## config.mk

```make
export PLATFORM = sky130hd
export DESIGN_NAME = game_flow_ctl
export DESIGN_NICKNAME = d
export VERILOG_FILES = /design/src/rtl/game_flow_ctl.sv
export SDC_FILE = /design/constraint.sdc
export NUM_CORES = 1
export LEC_CHECK = 0
export ABC_AREA = 1
export CAP_MARGIN = 20
export CORE_ASPECT_RATIO = 1.2
export CORE_MARGIN = 5
export CORE_UTILIZATION = 40
export DETAILED_ROUTE_END_ITERATION = 7
export HOLD_SLACK_MARGIN = 0.05
export RECOVER_POWER = 25
export SLEW_MARGIN = 5
export SYNTH_ARGS = -nofsm -noshare
export SYNTH_HDL_FRONTEND = slang
export SYNTH_SLANG_ARGS = --single-unit
```

## constraint.sdc

```tcl
create_clock -name clk -period 3.4 [get_ports clk]
set_clock_uncertainty 0.15 [all_clocks]
set_input_delay 0.68 -clock clk [delete_from_list [all_inputs] [get_ports clk]]
set_output_delay 0.68 -clock clk [all_outputs]
set_load 0.02 [all_outputs]
```

## src/rtl/game_flow_ctl.sv

```systemverilog
// Game sequencer: IDLE/RESET/PLAY/OVER flow, paced movement tick with a
// level-dependent period, and the saturating score for the overlay.
module game_flow_ctl #(
    parameter int BASE_DIV    = 400_000,
    parameter int DIV_STEP    = 40_000,
    parameter int LEVEL_STEPS = 256,
    parameter int MAX_LEVEL   = 7,
    parameter int RST_CYCLES  = 4
) (
    input  logic        clk,
    input  logic        rst,
    input  logic        start,
    input  logic        pause,
    input  logic        endgame,
    output logic        move_en,
    output logic        rect_rst,
    output logic [1:0]  game_state,
    output logic [2:0]  level,
    output logic [11:0] score
);

    localparam int DIV_W  = (BASE_DIV > 1)    ? $clog2(BASE_DIV)    : 1;
    localparam int STEP_W = (LEVEL_STEPS > 1) ? $clog2(LEVEL_STEPS) : 1;
    localparam int RST_W  = (RST_CYCLES > 1)  ? $clog2(RST_CYCLES)  : 1;

    typedef enum logic [1:0] {
        S_IDLE  = 2'd0,
        S_RESET = 2'd1,
        S_PLAY  = 2'd2,
        S_OVER  = 2'd3
    } state_t;

    state_t              r_state;
    logic                r_start_q;
    logic [RST_W-1:0]    r_rst_cnt;
    logic [DIV_W-1:0]    r_div;
    logic [STEP_W-1:0]   r_step;
    logic [2:0]          r_level;
    logic [11:0]         r_score;
    logic                r_move_en;
    logic                r_rect_rst;

    logic                w_start_rise;
    logic                w_enter_reset;
    logic [DIV_W-1:0]    w_div_last;
    logic                w_wrap;
    logic                w_step_last;
    logic                w_level_max;
    logic                w_rst_last;

    assign w_start_rise  = start & ~r_start_q;
    assign w_enter_reset = w_start_rise && ((r_state == S_IDLE) || (r_state == S_OVER));

    // Period shrinks with level; the parameter constraint keeps this positive.
    assign w_div_last  = DIV_W'(BASE_DIV - 1 - int'(r_level) * DIV_STEP);
    assign w_wrap      = (r_div == w_div_last);
    assign w_step_last = (r_step == STEP_W'(LEVEL_STEPS - 1));
    assign w_level_max = (r_level == 3'(MAX_LEVEL));
    assign w_rst_last  = (r_rst_cnt == RST_W'(RST_CYCLES - 1));

    always_ff @(posedge clk) begin
        if (rst) begin
            r_state    <= S_IDLE;
            r_start_q  <= 1'b0;
            r_rst_cnt  <= '0;
            r_div      <= '0;
            r_step     <= '0;
            r_level    <= '0;
            r_score    <= '0;
            r_move_en  <= 1'b0;
            r_rect_rst <= 1'b1;
        end else begin
            r_start_q <= start;
            r_move_en <= 1'b0;

            case (r_state)
                S_IDLE: begin
                    r_rect_rst <= 1'b1;
                end
                S_RESET: begin
                    r_rect_rst <= 1'b1;
                    if (w_rst_last) begin
                        r_state    <= S_PLAY;
                        r_rect_rst <= 1'b0;
                    end else begin
                        r_rst_cnt <= r_rst_cnt + 1'b1;
                    end
                end
                S_PLAY: begin
                    r_rect_rst <= 1'b0;
                    // endgame outranks both pause and a divider wrap in the same cycle
                    if (endgame) begin
                        r_state <= S_OVER;
                    end else if (!pause) begin
                        if (w_wrap) begin
                            r_div     <= '0;
                            r_move_en <= 1'b1;
                            if (r_score != 12'hFFF) begin
                                r_score <= r_score + 1'b1;
                            end
                            if (w_step_last) begin
                                r_step <= '0;
                                if (!w_level_max) begin
                                    r_level <= r_level + 1'b1;
                                end
                            end else begin
                                r_step <= r_step + 1'b1;
                            end
                        end else begin
                            r_div <= r_div + 1'b1;
                        end
                    end
                end
                S_OVER: begin
                    r_rect_rst <= 1'b0;
                end
                default: begin
                    r_state <= S_IDLE;
                end
            endcase

            // A new game starts from a clean slate whether coming from IDLE or OVER
            if (w_enter_reset) begin
                r_state    <= S_RESET;
                r_rect_rst <= 1'b1;
                r_rst_cnt  <= '0;
                r_div      <= '0;
                r_step     <= '0;
                r_level    <= '0;
                r_score    <= '0;
            end
        end
    end

    assign move_en    = r_move_en;
    assign rect_rst   = r_rect_rst;
    assign game_state = r_state;
    assign level      = r_level;
    assign score      = r_score;

endmodule

```

==> flow_summary.yaml, run 1 <==
outcome:
  status: "complete, no violations"
timing:
  worst_pin_slew_ns: 0.484
  setup_ws_ns: 0.0818
  rsz0062_at_grt: "yes"
  drv_slew: 0
  finalSetupViolations: 0
  period_share: 0.976
  hold_viol: 0
  clock.fmax_ghz: 0.301
  layout_min_cycle_time_ns: 3.32
  max_slew_margin: 0.677
  setup_tns_ns: 0
power:
  ir_drop_mv: 0.208
  clkPwrFrac: 0.350
  switching_power_mw: 0.233
  p_comb_frac: 0.055
  p_seq_frac: 0.595
  power.leakage_nw: 1.74
  power.density_nw_per_um2: 231
  intPower_mw: 0.741
  switching_share: 0.239
route:
  drt-initial-drc-count: 123
  drt_pass1_iterations: 4
  post-route-drc-count: 0
  vias_per_cell: 4.99
  routed_wirelength_um: 8900
  wire_per_inst_um: 12.9
  ant_nets: 0
  vias: 3433
clock_tree:
  clockBufferDepth: 2
  clk_pin_slew_ns: 0.09
  root_buffer: "clkbuf_8"
  cts-buffers-inserted: 5
  ctsHoldBuffers: 0
  clock_sinks: 49
  clk_latency_ns: 0.30
  tritoncts: "done"
  htree_num_levels: 2
cells_and_area:
  layout-drive-gt1-share: 0.161
  fin_cells: 688
  n_fill_cell: 864
  syn2layout_area_growth_pct: 23.5
  insertedDiodeCount: 0
  final_nets: 594
setup_path:
  critical-path-max-stage-delay_ns: 0.53
  cp.arrival_ns: 3.37
  worst_setup_path_start_kind: "flop"
  cp_max_fo: 4
  critPathBufInv: 2
  crit_slowest_cell: "fa_1"
  rrSetupSlack_ns: 0.08
  path_delay_family: "adder cells"
  crit_type: "flop to flop"
  end_kind: "flop"
  cp.required_ns: 3.45
  cp_cell_sequence: "fa_1 -> ha_2 -> fa_2 -> inv_4 -> nand2_4 -> nor2_4 -> nand3_4 -> nor2_2 -> nand2_1 -> nand2_1 -> nor2_1 -> nor2_2 -> nand3_2 -> nor2_4 -> buf_6 -> nand2_4 -> nand2_2 -> a21oi_1"
place:
  gp_congestion: 0.848
  dp_cells: 672
  place_ws_ns: -0.0143
  numPortBuffers: 23
  dp_hpwl_um: 6690
grt:
  grt_first_pass_wirelength_um: 14600
  grt.overflow.total: 0
  grt_max_degree: 18
  grt_use_total: 0.170
  antenna_found_initial: 0
  grt_pass1_vias: 3195
synthesis:
  synth_top_cell_by_area: "dfxtp_1"
  syn_area_per_cell_um2: 6.47
  syn_inst: 527
  synthTopCellsByArea: "dfxtp_1 29%, nand2_1 14%, nand3_1 8.8%"
  yosys.cell_types.count: 35
  yosys.area.top_type_share: 0.288
  syn_area_um2: 3410
  syn_nets: 551
  yosys_warnings: 0
  seq_area_frac_synth: 0.288
  synth_seq_cells: 49
floorplanning:
  dieArea_um2: 10500
  io_pins: 24
  die_h_um: 111
  rows: 37
  coreArea_um2: 8470
  die_x_um: 94.3
  start_util: 0.403
worst_hold_path:
  hold_path_class: "flop to flop"
run:
  cap_violations: 0
==> logic make-up (layout without fill, tap and decap cells) <==
kind of cell | after synthesis | count (layout) | share of synthesized area
DFF | 49 | 49 | 0.288
AOI/OAI and AO/OA | 44 | 44 | 0.0664
and+or+nand+nor | 318 | 319 | 0.431
adders and majority gates | 19 | 19 | 0.0763
buffers and inverters | 81 | 124 | 0.0979
xor gates and xnor gates | 16 | 16 | 0.0411
==> worst reg2reg max path, cell delays in order, from the launching register on <==
cell and delay (ns):
dfxtp_2 0.34, fa_1 0.53, ha_2 0.21, fa_2 0.48
inv_4 0.10, nand2_4 0.07, nor2_4 0.14, nand3_4 0.09
nor2_2 0.11, nand2_1 0.07, nand2_1 0.06, nor2_1 0.04
nor2_2 0.14, nand3_2 0.12, nor2_4 0.21, buf_6 0.15
nand2_4 0.06, nand2_2 0.08, a21oi_1 0.05
==> per-layer routing <==
metal	GRT usage	part of all wire	up-vias
met5	0	0	-
met4	0.0501	0.015	0
met3	0.0299	0.024	10
met2	0.309	0.53	53
met1	0.199	0.43	1577
li1	-	-	1793
==> synthesized netlist by cell type, drive strengths merged <==
library cell  number
nand4             20
xor2              15
fa                 3
or2                1
nand2            132
nor3               9
a21oi             24
o21ai             17
inv               74
nor2              79
clkbuf             2
or3                1
a211oi             1
nor4               5
ha                16
nor3b              3
nand3b             3
a31oi              1
dfxtp             49
buf                5
and3               2
xnor2              1
nand3             63
o21a               1
==> repair_timing <==
item | in CTS | in global routing
pin swaps | 2 | 22
gates cloned | 1 | 1
setup endpoints to repair | 5 | 39
resized for setup | 1 | 59
setup buffers | 1 | 5
==> power by group through the flow <==
| stage | combinational, mW | sequential (mW) | clock [mW] |
|---|---|---|---|
| 2_1_floorplan | 0.0298 | 0.594 | 0 |
| 3_3_place_gp | 0.0527 | 0.593 | 0 |
| 3_5_place_dp | 0.0535 | 0.593 | 0 |
| 4_1_cts | 0.0539 | 0.579 | 0.357 |
| 5_1_grt | 0.0601 | 0.580 | 0.381 |
| 6_report | 0.0536 | 0.579 | 0.341 |
==> state kept, by name, indices dropped and copies added, names as in the netlist <==
register,count
r_step,8
r_start_q,1
r_rst_cnt,2
score,12
move_en,1
game_state,2
r_div,19
rect_rst,1
level,3
==> area by class of cell <==
class,count,area (um^2),share of cell area
multi-input cells,398,2290,0.543
flip-flops and latches,49,983,0.234
repair buffers,42,430,0.102
inverters,74,280,0.0665
well taps,117,146,0.0348
clock buffers,6,72.6,0.0172
clock inverters,2,10.0,0.00238
==> path summary, 6_finish.rpt <==
kind | cells after the start | from | endpoint
max reg2reg | 18 | level[0] | level[2]
min | 2 | r_rst_cnt[1] | r_rst_cnt[1]
max | 18 | level[0] | level[2]
min reg2reg | 2 | r_rst_cnt[1] | r_rst_cnt[1]
==> placed cells by master, fill, tap and decap left out, drive strengths merged, types with 9 or more instances in the layout <==
cell and instances:
ha 16, dfxtp 49, nand4 20, clkdlybuf4s50 23, xor2 15, nor3 9
nor2 80, o21ai 17, buf 18, a21oi 24, inv 74, nand3 63
nand2 132
==> through the flow <==
step | total power [mW] | utilization | area [um^2] | hold slack, ns
2_1_floorplan | 0.624 | - | 3410 | 0.298
3_3_place_gp | 0.645 | 0.454 | 3850 | 0.307
3_5_place_dp | 0.646 | 0.454 | 3850 | 0.323
4_1_cts | 0.990 | 0.466 | 3950 | 0.335
5_1_grt | 1.02 | 0.497 | 4210 | 0.366
6_report | 0.974 | 0.497 | 4210 | 0.327
Power figures use the tool's default switching activity.
==> run 2, diff against run 1 <==
--- a/config.mk
+++ b/config.mk
@@ -8,11 +8,10 @@
 export ABC_AREA = 1
 export CAP_MARGIN = 20
 export CORE_ASPECT_RATIO = 1.2
-export CORE_MARGIN = 5
 export CORE_UTILIZATION = 40
 export DETAILED_ROUTE_END_ITERATION = 7
 export HOLD_SLACK_MARGIN = 0.05
-export RECOVER_POWER = 25
+export RECOVER_POWER = 50
 export SLEW_MARGIN = 5
 export SYNTH_ARGS = -nofsm -noshare
 export SYNTH_HDL_FRONTEND = slang
==> run 2 against run 1 <==
Non-clock buffer count rose by 7. Largest cell class unchanged. Worst hold slack barely moved. Critical endpoint is now r_step[5]. Highest routed layer unchanged. Clock-buffer cell count fell by 1.
==> flow_summary.yaml, run 2 (synthesized netlist as in run 1, its figures left out) <==
cells_and_area:
  regMostFlops: "r_div"
  insertedDiodeCount: 0
  final_cell_mix: "121 x nand2_1, 68 x inv_1, 62 x nor2_1, 49 x nand3_1, 47 x dfxtp_1"
  final_area_um2: 4220
  fin_util: 0.515
  layout-drive-gt1-share: 0.166
  fin_cells: 691
  final_common_cell: "nand2_1"
  final_nets: 602
  syn2layout_area_growth_pct: 23.8
  largest_register_ffs: 19
setup_path:
  critPathBufInv: 4
  end_kind: "flop"
  endpoint: "r_step[5]"
  crit_slowest_cell: "fa_2"
  cp.required_ns: 3.47
  cp_cell_sequence: "fa_1 -> ha_4 -> fa_2 -> inv_2 -> buf_4 -> nand2_1 -> nand2_1 -> nand3_1 -> nand2_2 -> inv_1 -> nand3_1 -> nor2_1 -> nand3_1 -> nor2_2 -> nand3_2 -> inv_2 -> nand2_1 -> a21oi_1"
  critical-path-max-stage-delay_ns: 0.58
  cp.arrival_ns: 3.40
  crit_type: "flop to flop"
  reg2reg_to: "r_step[5]"
  crit_start: "level[1]"
  rr_worst_depth: 18
  r2r-start: "level[1]"
  crit_cells: 18
  path_delay_family: "adder cells"
  worst_setup_path_start_kind: "flop"
  rrSetupSlack_ns: 0.08
  cp_max_fo: 4
grt:
  grt_max_degree: 18
  grt_use_total: 0.202
  grt_first_pass_wirelength_um: 14300
  antenna_found_initial: 0
  grt_pass1_vias: 3234
  grt.overflow.total: 0
clock_tree:
  htree_num_levels: 2
  clockBufferDepth: 2
  clock_sinks: 49
  cts-buffers-inserted: 5
  root_buffer: "clkbuf_8"
  ctsHoldBuffers: 0
  clk_latency_ns: 0.30
  tritoncts: "done"
  clk_pin_slew_ns: 0.09
route:
  vias_per_cell: 5.04
  top_layer_used: "met4"
  met3_length_um: 369
  routed_wirelength_um: 8850
  ant_nets: 0
  post-route-drc-count: 0
  drt-initial-drc-count: 125
  wl_met1_um: 3810
  vias: 3483
  drt_pass1_iterations: 4
  wl_met2_um: 4510
  wire_per_inst_um: 12.8
outcome:
  status: "complete, no violations"
place:
  place_area_um2: 3840
  dp_cells: 671
  gp_congestion: 0.867
  dp_hpwl_um: 6590
  numPortBuffers: 23
floorplanning:
  start_util: 0.416
  rows: 36
  io_pins: 24
  die_x_um: 86.3
  die_h_um: 103
  coreArea_um2: 8200
  dieArea_um2: 8900
timing:
  period_share: 0.978
  setup_tns_ns: 0
  rsz0062_at_grt: "yes"
  finalSetupViolations: 0
  layout_min_cycle_time_ns: 3.32
  worst_pin_slew_ns: 0.599
  hold_viol: 0
  clock.fmax_ghz: 0.301
  max_slew_margin: 0.600
  drv_slew: 0
power:
  power.leakage_nw: 1.79
  intPower_mw: 0.738
  power.density_nw_per_um2: 228
  clkPwrFrac: 0.338
  p_comb_frac: 0.061
  switching_share: 0.235
  ir_drop_mv: 0.153
  p_seq_frac: 0.600
  power_mw: 0.964
  switching_power_mw: 0.227
worst_hold_path:
  hold-path-cell-count: 2
  hold_path_class: "flop to flop"
run:
  cap_violations: 0
==> run 2: per-stage QoR <==
| stage | hold slack, ns | setup slack, ns |
|---|---|---|
| floorplan | 0.298 | 0.0577 |
| global placement | 0.308 | -0.0695 |
| detailed placement | 0.318 | -0.116 |
| CTS | 0.330 | 0.00191 |
| global route | 0.359 | -0.135 |
| finish | 0.327 | 0.0761 |
==> run 2: worst reg2reg max path, stage by stage (launching register included) <==
cell and delay (ns):
dfxtp_2 0.35, fa_1 0.52, ha_4 0.19, fa_2 0.58
inv_2 0.07, buf_4 0.14, nand2_1 0.06, nand2_1 0.06
nand3_1 0.08, nand2_2 0.08, inv_1 0.09, nand3_1 0.10
nor2_1 0.09, nand3_1 0.08, nor2_2 0.20, nand3_2 0.15
inv_2 0.10, nand2_1 0.05, a21oi_1 0.11
==> run 2: layer usage <==
metal,vias to the layer above,global-route usage
met3,15,0.0248
met5,-,0
met4,0,0.0615
met2,84,0.380
li1,1804,-
met1,1580,0.239
==> run 2: worst min path at each step <==
stage	slack, ns	end	start
after floorplan	0.30	r_step[3]	r_step[3]
after global placement	0.31	r_rst_cnt[1]	r_rst_cnt[1]
after detailed placement	0.32	r_rst_cnt[1]	r_rst_cnt[1]
after CTS	0.33	r_rst_cnt[1]	r_rst_cnt[1]
after global routing	0.36	r_step[4]	r_step[4]
final	0.33	r_rst_cnt[1]	r_rst_cnt[1]
==> run 2: power groups by stage <==
stage | logic (mW) | clock network, mW | registers (mW)
5_1_grt | 0.0661 | 0.356 | 0.580
3_3_place_gp | 0.0531 | 0 | 0.593
6_report | 0.0592 | 0.326 | 0.579
4_1_cts | 0.0539 | 0.339 | 0.579
2_1_floorplan | 0.0298 | 0 | 0.594
3_5_place_dp | 0.0536 | 0 | 0.593
==> run 2: repair_timing <==
item                       4_1_cts  5_1_grt
pin swaps                        5       26
resized for setup                5       47
buffers inserted                 5        7
gates cloned                     1        1
setup endpoints to repair       15       40
==> run 2: cell type report <==
| class | count | area [um^2] |
|---|---|---|
| clock buffers | 5 | 68.8 |
| multi-input cells | 399 | 2290 |
| inverters | 74 | 278 |
| flip-flops and latches | 49 | 983 |
| repair buffers | 49 | 449 |
| fillers | 833 | 3980 |
| well taps | 114 | 143 |
| clock inverters | 1 | 5.00 |
==> run 3, diff against run 2 <==
--- a/config.mk
+++ b/config.mk
@@ -11,6 +11,7 @@
 export CORE_UTILIZATION = 40
 export DETAILED_ROUTE_END_ITERATION = 7
 export HOLD_SLACK_MARGIN = 0.05
+export PLACE_DENSITY_LB_ADDON = 0.15
 export RECOVER_POWER = 50
 export SLEW_MARGIN = 5
 export SYNTH_ARGS = -nofsm -noshare
==> run 3 against run 2 <==
First-iteration DRC count down 5.6%. Largest power group unchanged. Sequential power about the same. Total power up 7.9%.
==> flow_summary.yaml, run 3 (synthesized netlist as in run 1, its figures left out) <==
cells_and_area:
  final_cell_mix: "120 x nand2_1, 71 x inv_1, 63 x nor2_1, 53 x nand3_1, 46 x dfxtp_1"
  largest_register_ffs: 19
  final_nets: 592
  final_common_cell: "nand2_1"
  fin_cells: 682
  syn2layout_area_growth_pct: 21.0
  insertedDiodeCount: 0
  n_fill_cell: 865
  register_area_um2: 985
  regMostFlops: "r_div"
  multi_input_area_um2: 2250
  layout-drive-gt1-share: 0.134
place:
  dp_hpwl_um: 6480
  gp_congestion: 0.912
  place_ws_ns: 0.00519
  numPortBuffers: 23
  dp_cells: 670
timing:
  layout_min_cycle_time_ns: 3.30
  clock.fmax_ghz: 0.303
  setup_ws_ns: 0.102
  worst_pin_slew_ns: 0.502
  finalSetupViolations: 0
  max_slew_margin: 0.665
  rsz0062_at_grt: "yes"
  hold_viol: 0
  period_share: 0.970
  setup_tns_ns: 0
  drv_slew: 0
power:
  ir_drop_mv: 0.193
  power.density_nw_per_um2: 252
  power_mw: 1.04
  power.leakage_nw: 1.73
setup_path:
  r2r-start: "level[2]"
  reg2reg_to: "score[8]"
  crit_start: "level[2]"
  cp_max_fo: 5
  rr_worst_depth: 18
  crit_type: "flop to flop"
  cp.required_ns: 3.44
  cp.arrival_ns: 3.34
  endpoint: "score[8]"
  rrSetupSlack_ns: 0.10
  worst_setup_path_start_kind: "flop"
  end_kind: "flop"
clock_tree:
  htree_num_levels: 2
  clk_latency_ns: 0.30
  tritoncts: "done"
  clk_pin_slew_ns: 0.09
  root_buffer: "clkbuf_8"
  clockBufferDepth: 2
  clock_sinks: 49
  cts-buffers-inserted: 5
floorplanning:
  die_x_um: 86.3
  die_h_um: 103
  io_pins: 24
  dieArea_um2: 8900
  coreArea_um2: 8200
  rows: 36
  start_util: 0.416
route:
  vias: 3441
  drt_pass1_iterations: 4
  post-route-drc-count: 0
  ant_nets: 0
  drt-initial-drc-count: 118
  routed_wirelength_um: 8500
  wire_per_inst_um: 12.5
  vias_per_cell: 5.05
worst_hold_path:
  hold_path_class: "flop to flop"
outcome:
  status: "complete, no violations"
grt:
  grt_max_degree: 18
  grt_use_total: 0.202
  met2_usage: 0.380
  grt-busiest-layer: "met2"
  grt.overflow.total: 0
  antenna_found_initial: 0
  grt_first_pass_wirelength_um: 14300
  grt_pass1_vias: 3319
  use_met1: 0.223
  grt_use_met3: 0.0256
run:
  cap_violations: 0
run 3: cell count changes in the layout (fill, tap and decap cells not counted), sizes merged:
cell,delta
nand2,-1
clkdlybuf4s50,-4
bufinv,+1
buf,-10
dlygate4sd3,+4
nor2,+1
run 3: report_power, final:
part	total (mW)	switching, mW	internal (mW)
Clock	0.408	0.194	0.214
Combinational	0.0530	0.0320	0.0210
Sequential	0.579	0.00225	0.577
run 3: worst min-delay path by stage:
| stage | start | end | slack [ns] | depth (start not counted) |
|---|---|---|---|---|
| 6_report | r_rst_cnt[1] | r_rst_cnt[1] | 0.34 | 2 |
| 5_1_grt | score[11] | score[11] | 0.37 | 2 |
| 4_1_cts | r_step[3] | r_step[3] | 0.34 | 2 |
| 3_5_place_dp | score[9] | score[9] | 0.33 | 2 |
| 3_3_place_gp | r_rst_cnt[1] | r_rst_cnt[1] | 0.31 | 2 |
| 2_1_floorplan | r_step[3] | r_step[3] | 0.30 | 2 |
run 3: repair_timing:
| action | in CTS | in global routing |
|---|---|---|
| hold buffers | 0 | 0 |
| hold endpoints to repair | 0 | 0 |
| pin swaps | 5 | 16 |
| buffers inserted | 2 | 1 |
| gates resized for setup | 5 | 35 |
| endpoints found under the setup margin | 4 | 39 |
| gates cloned | 1 | 1 |
run 3: per-stage QoR:
| stage | util | hold slack (ns) | instance area (um^2) |
|---|---|---|---|
| floorplan | - | 0.298 | 3410 |
| global placement | 0.468 | 0.306 | 3840 |
| detailed placement | 0.468 | 0.329 | 3840 |
| CTS | 0.485 | 0.343 | 3980 |
| global route | 0.504 | 0.370 | 4130 |
| finish | 0.504 | 0.335 | 4130 |
run 3: critical path: stages (launching register included):
cell and delay [ns]:
dfxtp_2 0.34, fa_1 0.55, ha_2 0.19, fa_2 0.45, inv_2 0.12, nand2_4 0.08
nor2_4 0.14, nand3_4 0.10, nand2_2 0.08, nand2_1 0.06, nand2_2 0.07, nand2_1 0.08
nor2_4 0.12, nand4_1 0.13, buf_6 0.16, nor2_4 0.17, nand3_1 0.09, nand2_1 0.07
nor2_1 0.04
run 3: cell type report:
cell class                 count  area share
timing repair buffer          39      0.0897
sequential                    49       0.239
clock inverter                 2     0.00849
clock buffer                   5      0.0167
inverter                      74      0.0673
multi-input combinational    399       0.545
tap                          114      0.0346
run 3: metal layers:
layer | vias to the layer above | share of wire
met5 | - | 0
met4 | 0 | 0.028
met2 | 74 | 0.51
li1 | 1791 | -
met3 | 18 | 0.034
met1 | 1558 | 0.43
